<file path="src/rtl/tdc7200_spi_responder.sv">
`timescale 1ns/1ps
`default_nettype none
// +----------------------------------------------------------------------------+
// | Module   : tdc7200_spi_responder                                           |
// | Brief    : SPI mode-0 slave model of the TDC7200 register interface.       |
// | Revision : 1.0                                                             |
// +----------------------------------------------------------------------------+
module tdc7200_spi_responder #(
  parameter int SYNC_STAGES = 2,
  parameter int MEAS_W      = 24
) (
  input  logic              clk,
  input  logic              rstn,
  input  logic              sclk,
  input  logic              csb,
  input  logic              din,
  output logic              dout,
  output logic              intb,
  input  logic              meas_we,
  input  logic [3:0]        meas_addr,
  input  logic [MEAS_W-1:0] meas_data,
  input  logic              meas_done,
  output logic              start_meas,
  output logic [7:0]        cfg1,
  output logic [7:0]        cfg2
);

  localparam int c_CNT_W    = $clog2(MEAS_W + 1);
  localparam int c_NUM_MEAS = 12;

  typedef enum logic [1:0] {
    S_IDLE  = 2'd0,
    S_CMD   = 2'd1,
    S_WDATA = 2'd2,
    S_RDATA = 2'd3
  } state_t;

  logic [SYNC_STAGES-1:0] r_sclk_sync;
  logic [SYNC_STAGES-1:0] r_csb_sync;
  logic [SYNC_STAGES-1:0] r_din_sync;
  logic                   r_sclk_d;
  logic                   r_csb_d;
  logic                   w_sclk;
  logic                   w_csb;
  logic                   w_din;
  logic                   w_sclk_rise;
  logic                   w_sclk_fall;
  logic                   w_csb_fall;
  logic                   w_csb_rise;

  state_t                 r_state;
  state_t                 w_state_nxt;
  logic [c_CNT_W-1:0]     r_bitcnt;
  logic [MEAS_W-1:0]      r_shift;
  logic                   r_ai;
  logic [5:0]             r_addr;
  logic                   r_dout;
  logic                   r_intb;
  logic                   r_start_meas;
  logic [7:0]             r_config1;
  logic [7:0]             r_config2;
  logic [7:0]             r_int_mask;
  logic                   r_new_meas;
  logic [7:0]             r_ovf [4];
  logic [7:0]             r_stop_mask [2];
  logic [MEAS_W-1:0]      r_meas [c_NUM_MEAS];

  logic [7:0]             w_cmd_byte;
  logic [MEAS_W-1:0]      w_wword;
  logic [7:0]             w_wr_byte;
  logic [c_CNT_W-1:0]     w_word_bits;
  logic                   w_word_last;
  logic [5:0]             w_next_addr;
  logic [5:0]             w_rd_addr;
  logic [7:0]             w_rd_byte;
  logic [MEAS_W-1:0]      w_rd_word;
  logic                   w_cmd_last;
  logic                   w_wr_commit;
  logic                   w_rd_word_end;

  // Synchronizers are left unreset so a reset while csb is held low does not
  // fabricate a chip-select edge.
  always_ff @(posedge clk) begin
    r_sclk_sync <= {r_sclk_sync[SYNC_STAGES-2:0], sclk};
    r_csb_sync  <= {r_csb_sync[SYNC_STAGES-2:0], csb};
    r_din_sync  <= {r_din_sync[SYNC_STAGES-2:0], din};
    r_sclk_d    <= w_sclk;
    r_csb_d     <= w_csb;
  end

  assign w_sclk      = r_sclk_sync[SYNC_STAGES-1];
  assign w_csb       = r_csb_sync[SYNC_STAGES-1];
  assign w_din       = r_din_sync[SYNC_STAGES-1];
  assign w_sclk_rise = w_sclk & ~r_sclk_d;
  assign w_sclk_fall = ~w_sclk & r_sclk_d;
  assign w_csb_fall  = ~w_csb & r_csb_d;
  assign w_csb_rise  = w_csb & ~r_csb_d;

  assign w_cmd_byte  = {r_shift[6:0], w_din};
  assign w_wword     = {r_shift[MEAS_W-2:0], w_din};
  assign w_wr_byte   = w_wword[7:0];
  assign w_word_bits = (r_addr[5:4] != 2'b00) ? c_CNT_W'(MEAS_W) : c_CNT_W'(8);
  assign w_word_last = (r_bitcnt == (w_word_bits - c_CNT_W'(1)));
  assign w_next_addr = r_ai ? (r_addr + 6'd1) : r_addr;
  assign w_rd_addr   = (r_state == S_CMD) ? w_cmd_byte[5:0] : w_next_addr;

  // Read data is left-aligned so the shift-out path is width independent.
  always_comb begin
    w_rd_byte = 8'h00;
    w_rd_word = '0;
    if (w_rd_addr[5:4] == 2'b00) begin
      case (w_rd_addr[3:0])
        4'h0:                    w_rd_byte = r_config1;
        4'h1:                    w_rd_byte = r_config2;
        4'h2:                    w_rd_byte = {7'd0, r_new_meas};
        4'h3:                    w_rd_byte = r_int_mask;
        4'h4, 4'h5, 4'h6, 4'h7:  w_rd_byte = r_ovf[w_rd_addr[1:0]];
        4'h8, 4'h9:              w_rd_byte = r_stop_mask[w_rd_addr[0]];
        default:                 w_rd_byte = 8'h00;
      endcase
      w_rd_word = {w_rd_byte, {(MEAS_W-8){1'b0}}};
    end else if (w_rd_addr[5:4] == 2'b01 && w_rd_addr[3:0] < 4'd12) begin
      w_rd_word = r_meas[w_rd_addr[3:0]];
    end
  end

  always_ff @(posedge clk) begin
    if (!rstn) r_state <= S_IDLE;
    else       r_state <= w_state_nxt;
  end

  always_comb begin
    w_state_nxt   = r_state;
    w_cmd_last    = 1'b0;
    w_wr_commit   = 1'b0;
    w_rd_word_end = 1'b0;
    if (w_csb_rise) begin
      w_state_nxt = S_IDLE;
    end else begin
      case (r_state)
        S_IDLE:  if (w_csb_fall) w_state_nxt = S_CMD;
        S_CMD: begin
          if (w_sclk_rise && r_bitcnt == c_CNT_W'(7)) begin
            w_cmd_last  = 1'b1;
            w_state_nxt = w_cmd_byte[6] ? S_WDATA : S_RDATA;
          end
        end
        S_WDATA: if (w_sclk_rise && w_word_last) w_wr_commit = 1'b1;
        S_RDATA: if (w_sclk_rise && w_word_last) w_rd_word_end = 1'b1;
        default: w_state_nxt = S_IDLE;
      endcase
    end
  end

  always_ff @(posedge clk) begin
    if (!rstn) begin
      r_bitcnt <= '0;
      r_shift  <= '0;
      r_ai     <= 1'b0;
      r_addr   <= 6'd0;
      r_dout   <= 1'b0;
    end else if (w_csb_rise) begin
      r_bitcnt <= '0;
      r_dout   <= 1'b0;
    end else begin
      case (r_state)
        S_IDLE: begin
          r_dout <= 1'b0;
          if (w_csb_fall) r_bitcnt <= '0;
        end
        S_CMD: begin
          if (w_sclk_rise) begin
            if (w_cmd_last) begin
              r_ai     <= w_cmd_byte[7];
              r_addr   <= w_cmd_byte[5:0];
              r_bitcnt <= '0;
              r_shift  <= w_rd_word;
            end else begin
              r_shift  <= w_wword;
              r_bitcnt <= r_bitcnt + c_CNT_W'(1);
            end
          end
        end
        S_WDATA: begin
          if (w_sclk_rise) begin
            r_shift <= w_wword;
            if (w_wr_commit) begin
              r_bitcnt <= '0;
              r_addr   <= w_next_addr;
            end else begin
              r_bitcnt <= r_bitcnt + c_CNT_W'(1);
            end
          end
        end
        S_RDATA: begin
          if (w_sclk_fall) begin
            r_dout  <= r_shift[MEAS_W-1];
            r_shift <= {r_shift[MEAS_W-2:0], 1'b0};
          end else if (w_sclk_rise) begin
            if (w_rd_word_end) begin
              r_bitcnt <= '0;
              r_addr   <= w_next_addr;
              r_shift  <= w_rd_word;
            end else begin
              r_bitcnt <= r_bitcnt + c_CNT_W'(1);
            end
          end
        end
        default: r_dout <= 1'b0;
      endcase
    end
  end

  always_ff @(posedge clk) begin
    if (!rstn) begin
      r_config1    <= 8'h00;
      r_config2    <= 8'h40;
      r_int_mask   <= 8'h07;
      r_new_meas   <= 1'b0;
      r_start_meas <= 1'b0;
      r_intb       <= 1'b1;
      for (int i = 0; i < 4; i++) r_ovf[i] <= 8'hFF;
      for (int i = 0; i < 2; i++) r_stop_mask[i] <= 8'h00;
      for (int i = 0; i < c_NUM_MEAS; i++) r_meas[i] <= '0;
    end else begin
      r_start_meas <= 1'b0;
      if (w_wr_commit && r_addr[5:4] == 2'b00) begin
        case (r_addr[3:0])
          4'h0: begin
            r_config1    <= {w_wr_byte[7:1], 1'b0};
            r_start_meas <= w_wr_byte[0];
          end
          4'h1:                   r_config2 <= w_wr_byte;
          4'h3:                   r_int_mask <= w_wr_byte;
          4'h4, 4'h5, 4'h6, 4'h7: r_ovf[r_addr[1:0]] <= w_wr_byte;
          4'h8, 4'h9:             r_stop_mask[r_addr[0]] <= w_wr_byte;
          default: ;
        endcase
      end
      // A completing measurement takes priority over a simultaneous clear.
      if (meas_done)
        r_new_meas <= 1'b1;
      else if (w_wr_commit && r_addr == 6'h02 && w_wr_byte[0])
        r_new_meas <= 1'b0;
      r_intb <= ~(r_new_meas & r_int_mask[0]);
      if (meas_we && meas_addr < 4'd12) r_meas[meas_addr] <= meas_data;
    end
  end

  assign dout       = r_dout;
  assign intb       = r_intb;
  assign start_meas = r_start_meas;
  assign cfg1       = r_config1;
  assign cfg2       = r_config2;

endmodule
`default_nettype wire

</file>
<file path="config.mk">
export PLATFORM = sky130hd
export DESIGN_NAME = tdc7200_spi_responder
export DESIGN_NICKNAME = d
export VERILOG_FILES = /design/src/rtl/tdc7200_spi_responder.sv
export SDC_FILE = /design/constraint.sdc
export NUM_CORES = 1
export LEC_CHECK = 0
export CAP_MARGIN = 20
export CORE_AREA = 10 10 208 210
export CTS_BUF_LIST = sky130_fd_sc_hd__clkbuf_8
export CTS_CLUSTER_DIAMETER = 30
export DETAILED_ROUTE_END_ITERATION = 12
export DIE_AREA = 0 0 218 220
export PLACE_DENSITY = 0.71
export RECOVER_POWER = 25
export REMOVE_ABC_BUFFERS = 1
export SLEW_MARGIN = 25
export SYNTH_ARGS = -nofsm -noshare
export SYNTH_HDL_FRONTEND = slang
export SYNTH_SLANG_ARGS = --single-unit
</file>
<file path="constraint.sdc">
create_clock -name clk -period 11.2 [get_ports clk]
set_input_delay 3.36 -clock clk [delete_from_list [all_inputs] [get_ports clk]]
set_output_delay 3.36 -clock clk [all_outputs]
set_load 0.005 [all_outputs]
</file>
==> impl_metrics.env <==
export IMPL_outcome="finished with violations"
export IMPL_failed_checks="capacitance limit, slew limit"
export IMPL_io_pins=54
export IMPL_fin_crit_ps=7671
export IMPL_fp_row_count=73
export IMPL_slew_viol_final=109
export IMPL_drc_errors=0
export IMPL_cp_cell_sequence="buf_2 > clkbuf_1 > clkbuf_1 > nand3_1 > nor3_2 > nand2b_1"
export IMPL_regToRegStartpoint="r_state[1]"
export IMPL_cts_root_buf="clkbuf_8"
export IMPL_fp_dieW_um=218
export IMPL_fin_tns_setup_ps=0
export IMPL_ant_nets=0
export IMPL_p_comb_frac=0.052
export IMPL_rsz0062_at_grt="no"
export IMPL_rrSetupSlack_ps=6390
export IMPL_ys_warn_count=0
export IMPL_ctsHoldBuffers=0
export IMPL_p_clk_frac=0.465
export IMPL_share_seq_of_total_power=0.483
export IMPL_post_dp_cell_area_um2=19880
export IMPL_cp_slowest_cell="clkbuf_1"
export IMPL_cts_resized=0
export IMPL_cts_tree="done"
export IMPL_synth_ff_type="edfxtp_1"
export IMPL_yosys_register_bits=409
export IMPL_reg2regPathDepth=8
export IMPL_synth_area_leaders="edfxtp_1, and2_1, mux4_2"
export IMPL_clockBufferDepth=3
export IMPL_min_path_cells=0
export IMPL_reg2reg_to="r_shift[3]"
export IMPL_routed_via_density=5.721
export IMPL_leakagePower_nw=7.544
export IMPL_maxCapViolations=3
export IMPL_wl_um=46790
export IMPL_timing_hold_ws_ps=325.4
export IMPL_core_area_um2=39280
export IMPL_initial_core_util=0.4830
export IMPL_gr_total_overflow=0
export IMPL_antenna_found_initial=0
export IMPL_p_sw_frac=0.2247
export IMPL_slowest_delay_ps=1430
export IMPL_startpoint_type="primary input"
export IMPL_worst_pin_slew_ps=2023
export IMPL_ys_async_sr_fraction=0
export IMPL_crit_top_cell="clkbuf_1"
export IMPL_netlist_area_um2=18970
export IMPL_hold_viol_final=0
export IMPL_cp_num_buf_inv=3
export IMPL_synth_avg_cell_area_um2=13.11
export IMPL_end_kind="flip-flop"
export IMPL_wl_per_cell_um=22.32
export IMPL_path_class="in -> reg"
export IMPL_grt_max_degree=51
export IMPL_synth_cell_types=64
export IMPL_area_growth_pct=14.33
export IMPL_clock_skew_ps=35.81
export IMPL_netlist_top_cells_count="edfxtp_1, and2_1, nand2_1"
export IMPL_gp_congestion=0.8819
export IMPL_drt_initial_drc_count=1056
export IMPL_place_port_buffers=52
export IMPL_critPathMaxFanout=42
export IMPL_first_pass_iters=6
export IMPL_critical_path_arrival_ps=7930
export IMPL_dp_hpwl_um=29120
export IMPL_synthMostInstantiatedCell="edfxtp_1"
export IMPL_cts_made_buffers=87
export IMPL_fmax_mhz=130.4
export IMPL_period_share=0.6849
export IMPL_fin_nets=1543
export IMPL_hold_end="r_din_sync[1]"
export IMPL_required_ps=11460
export IMPL_diodes=0
export IMPL_via_count=11991
export IMPL_drive_above_1_share=0.1687
export IMPL_peakVddDrop_mv=0.1613
export IMPL_clkTransAtPathRegs_ps=50
export IMPL_power_internal_mw=2.803
export IMPL_clock_sinks=409
export IMPL_cp_top_family="buffers and inverters"
export IMPL_yosysTopAreaCellShare=0.5319
export IMPL_grt_use_total=0.1966
export IMPL_hold_class="reg -> reg"
export IMPL_die_area_um2=47960
export IMPL_dieHeight_um=220
export IMPL_synth_edf_count=336
export IMPL_worstSetupPathDepth=6
export IMPL_hold_path_startpoint="r_din_sync[0]"
export IMPL_design_area_um2=21690
export IMPL_cts_setup_buffers=0
export IMPL_maxSlewHeadroom=-0.3489
export IMPL_setup_viol=0
export IMPL_clk_latency_ps=640
export IMPL_grt_pass1_vias=12255
export IMPL_power_density_nw_per_um2=166.7
export IMPL_p_switching_uw=812.4
export IMPL_yosys_area_top_type="edfxtp_1"
export IMPL_netlist_instances=1447
export IMPL_htreeDepth=3
export IMPL_grt_pass1_wl_um=72040
export IMPL_nFillCells=3262
export IMPL_ys_seq_area_frac=0.6089
export IMPL_startpoint="rstn"
==> flip-flops by register name (all words and copies together) (netlist names), 6 cells and up <==
| signal | flops |
|---|---|
| r_meas | 288 |
| cfg2 | 8 |
| r_stop_mask | 16 |
| r_shift | 24 |
| r_ovf | 32 |
| r_int_mask | 8 |
| cfg1 | 7 |
| r_addr | 6 |
==> cell usage in the layout (no fill, tap or decap), types with 10 or more instances in the layout <==
master	synthesis	final
edfxtp_1	336	336
and2_1	306	242
nand2_1	98	98
clkbuf_8	0	94
mux4_2	76	76
dfxtp_1	73	73
and2_0	0	64
nor2_1	54	54
clkdlybuf4s50_1	0	48
nand3_1	39	39
nand2b_1	33	31
inv_1	12	28
o21ai_0	35	27
a21oi_1	23	23
buf_4	4	22
or3_1	20	20
o22ai_1	20	20
mux2i_1	20	20
a21boi_0	19	19
a31oi_1	17	17
clkinv_1	0	15
clkinv_2	0	14
nor3_1	15	13
nand4_1	12	12
nand3b_1	11	11
bufinv_16	0	10
clkbuf_1	85	10
==> through the flow <==
stage / utilization / worst slack [ps] / std cells / power [mW]
3_5_place_dp: 0.5062 / 5031 / 1937 / 1.965
2_1_floorplan: - / 5180 / 1327 / 1.874
3_3_place_gp: 0.5061 / 4905 / 1937 / 1.957
6_report: 0.5522 / 3529 / 2096 / 3.615
4_1_cts: 0.5535 / 5684 / 2096 / 3.647
5_1_grt: 0.5522 / 3204 / 2096 / 3.740
==> worst reg2reg max path, delay by kind of cell (launching register included) <==
family / cells / cell delay (ps)
compound gates: 2 / 340
buf+inv: 2 / 1390
flops: 1 / 870
mux: 2 / 1320
simple gates: 2 / 760
==> logic make-up after synthesis <==
kind of cell               after synthesis  synth area share
AOI/OAI and AO/OA                      169           0.05989
xor gates and xnor gates                 6          0.002771
muxes                                  103            0.1061
DFF                                    409            0.6089
buffers and inverters                  132           0.03331
and+or+nand+nor                        620            0.1842
adders and majority gates                7          0.004617
other                                    1         0.0001977
==> final cells by class <==
cell class                 count  area [µm²]  share of cell area
clock inverter                65       564.3             0.02602
sequential                   409       11550              0.5326
multi-input combinational    906        6849              0.3158
inverter                      12       45.04            0.002077
tap                          525       656.9             0.03029
clock buffer                  94        1294             0.05965
timing repair buffer          85       729.5             0.03363
==> metal layers <==
| metal | GRT usage | wire [µm] | vias up |
|---|---|---|---|
| met1 | 0.2414 | 18200 | 5957 |
| met5 | 0 | 0 | - |
| met4 | 0.08771 | 1725 | 0 |
| met2 | 0.3293 | 23590 | 510 |
| li1 | - | - | 5413 |
| met3 | 0.04196 | 3280 | 111 |
==> worst max-delay path by stage <==
stage	end	slack [ps]
floorplan	r_meas[1][0]	5180
CTS	r_stop_mask[0][0]	5680
detailed placement	r_stop_mask[0][4]	5030
global placement	r_meas[0][13]	4900
global route	r_ovf[1][3]	3200
finish	r_ovf[1][3]	3530
==> power groups by stage <==
stage                     Sequential, mW  Clock [mW]  Combinational [mW]
after global routing                1.75        1.79               0.202
after detailed placement            1.77           0               0.191
after floorplan                     1.76           0               0.112
after global placement              1.77           0               0.188
after CTS                           1.74        1.71               0.192
final                               1.74        1.68               0.189
Note: power is estimated with default switching activity, not from simulation.
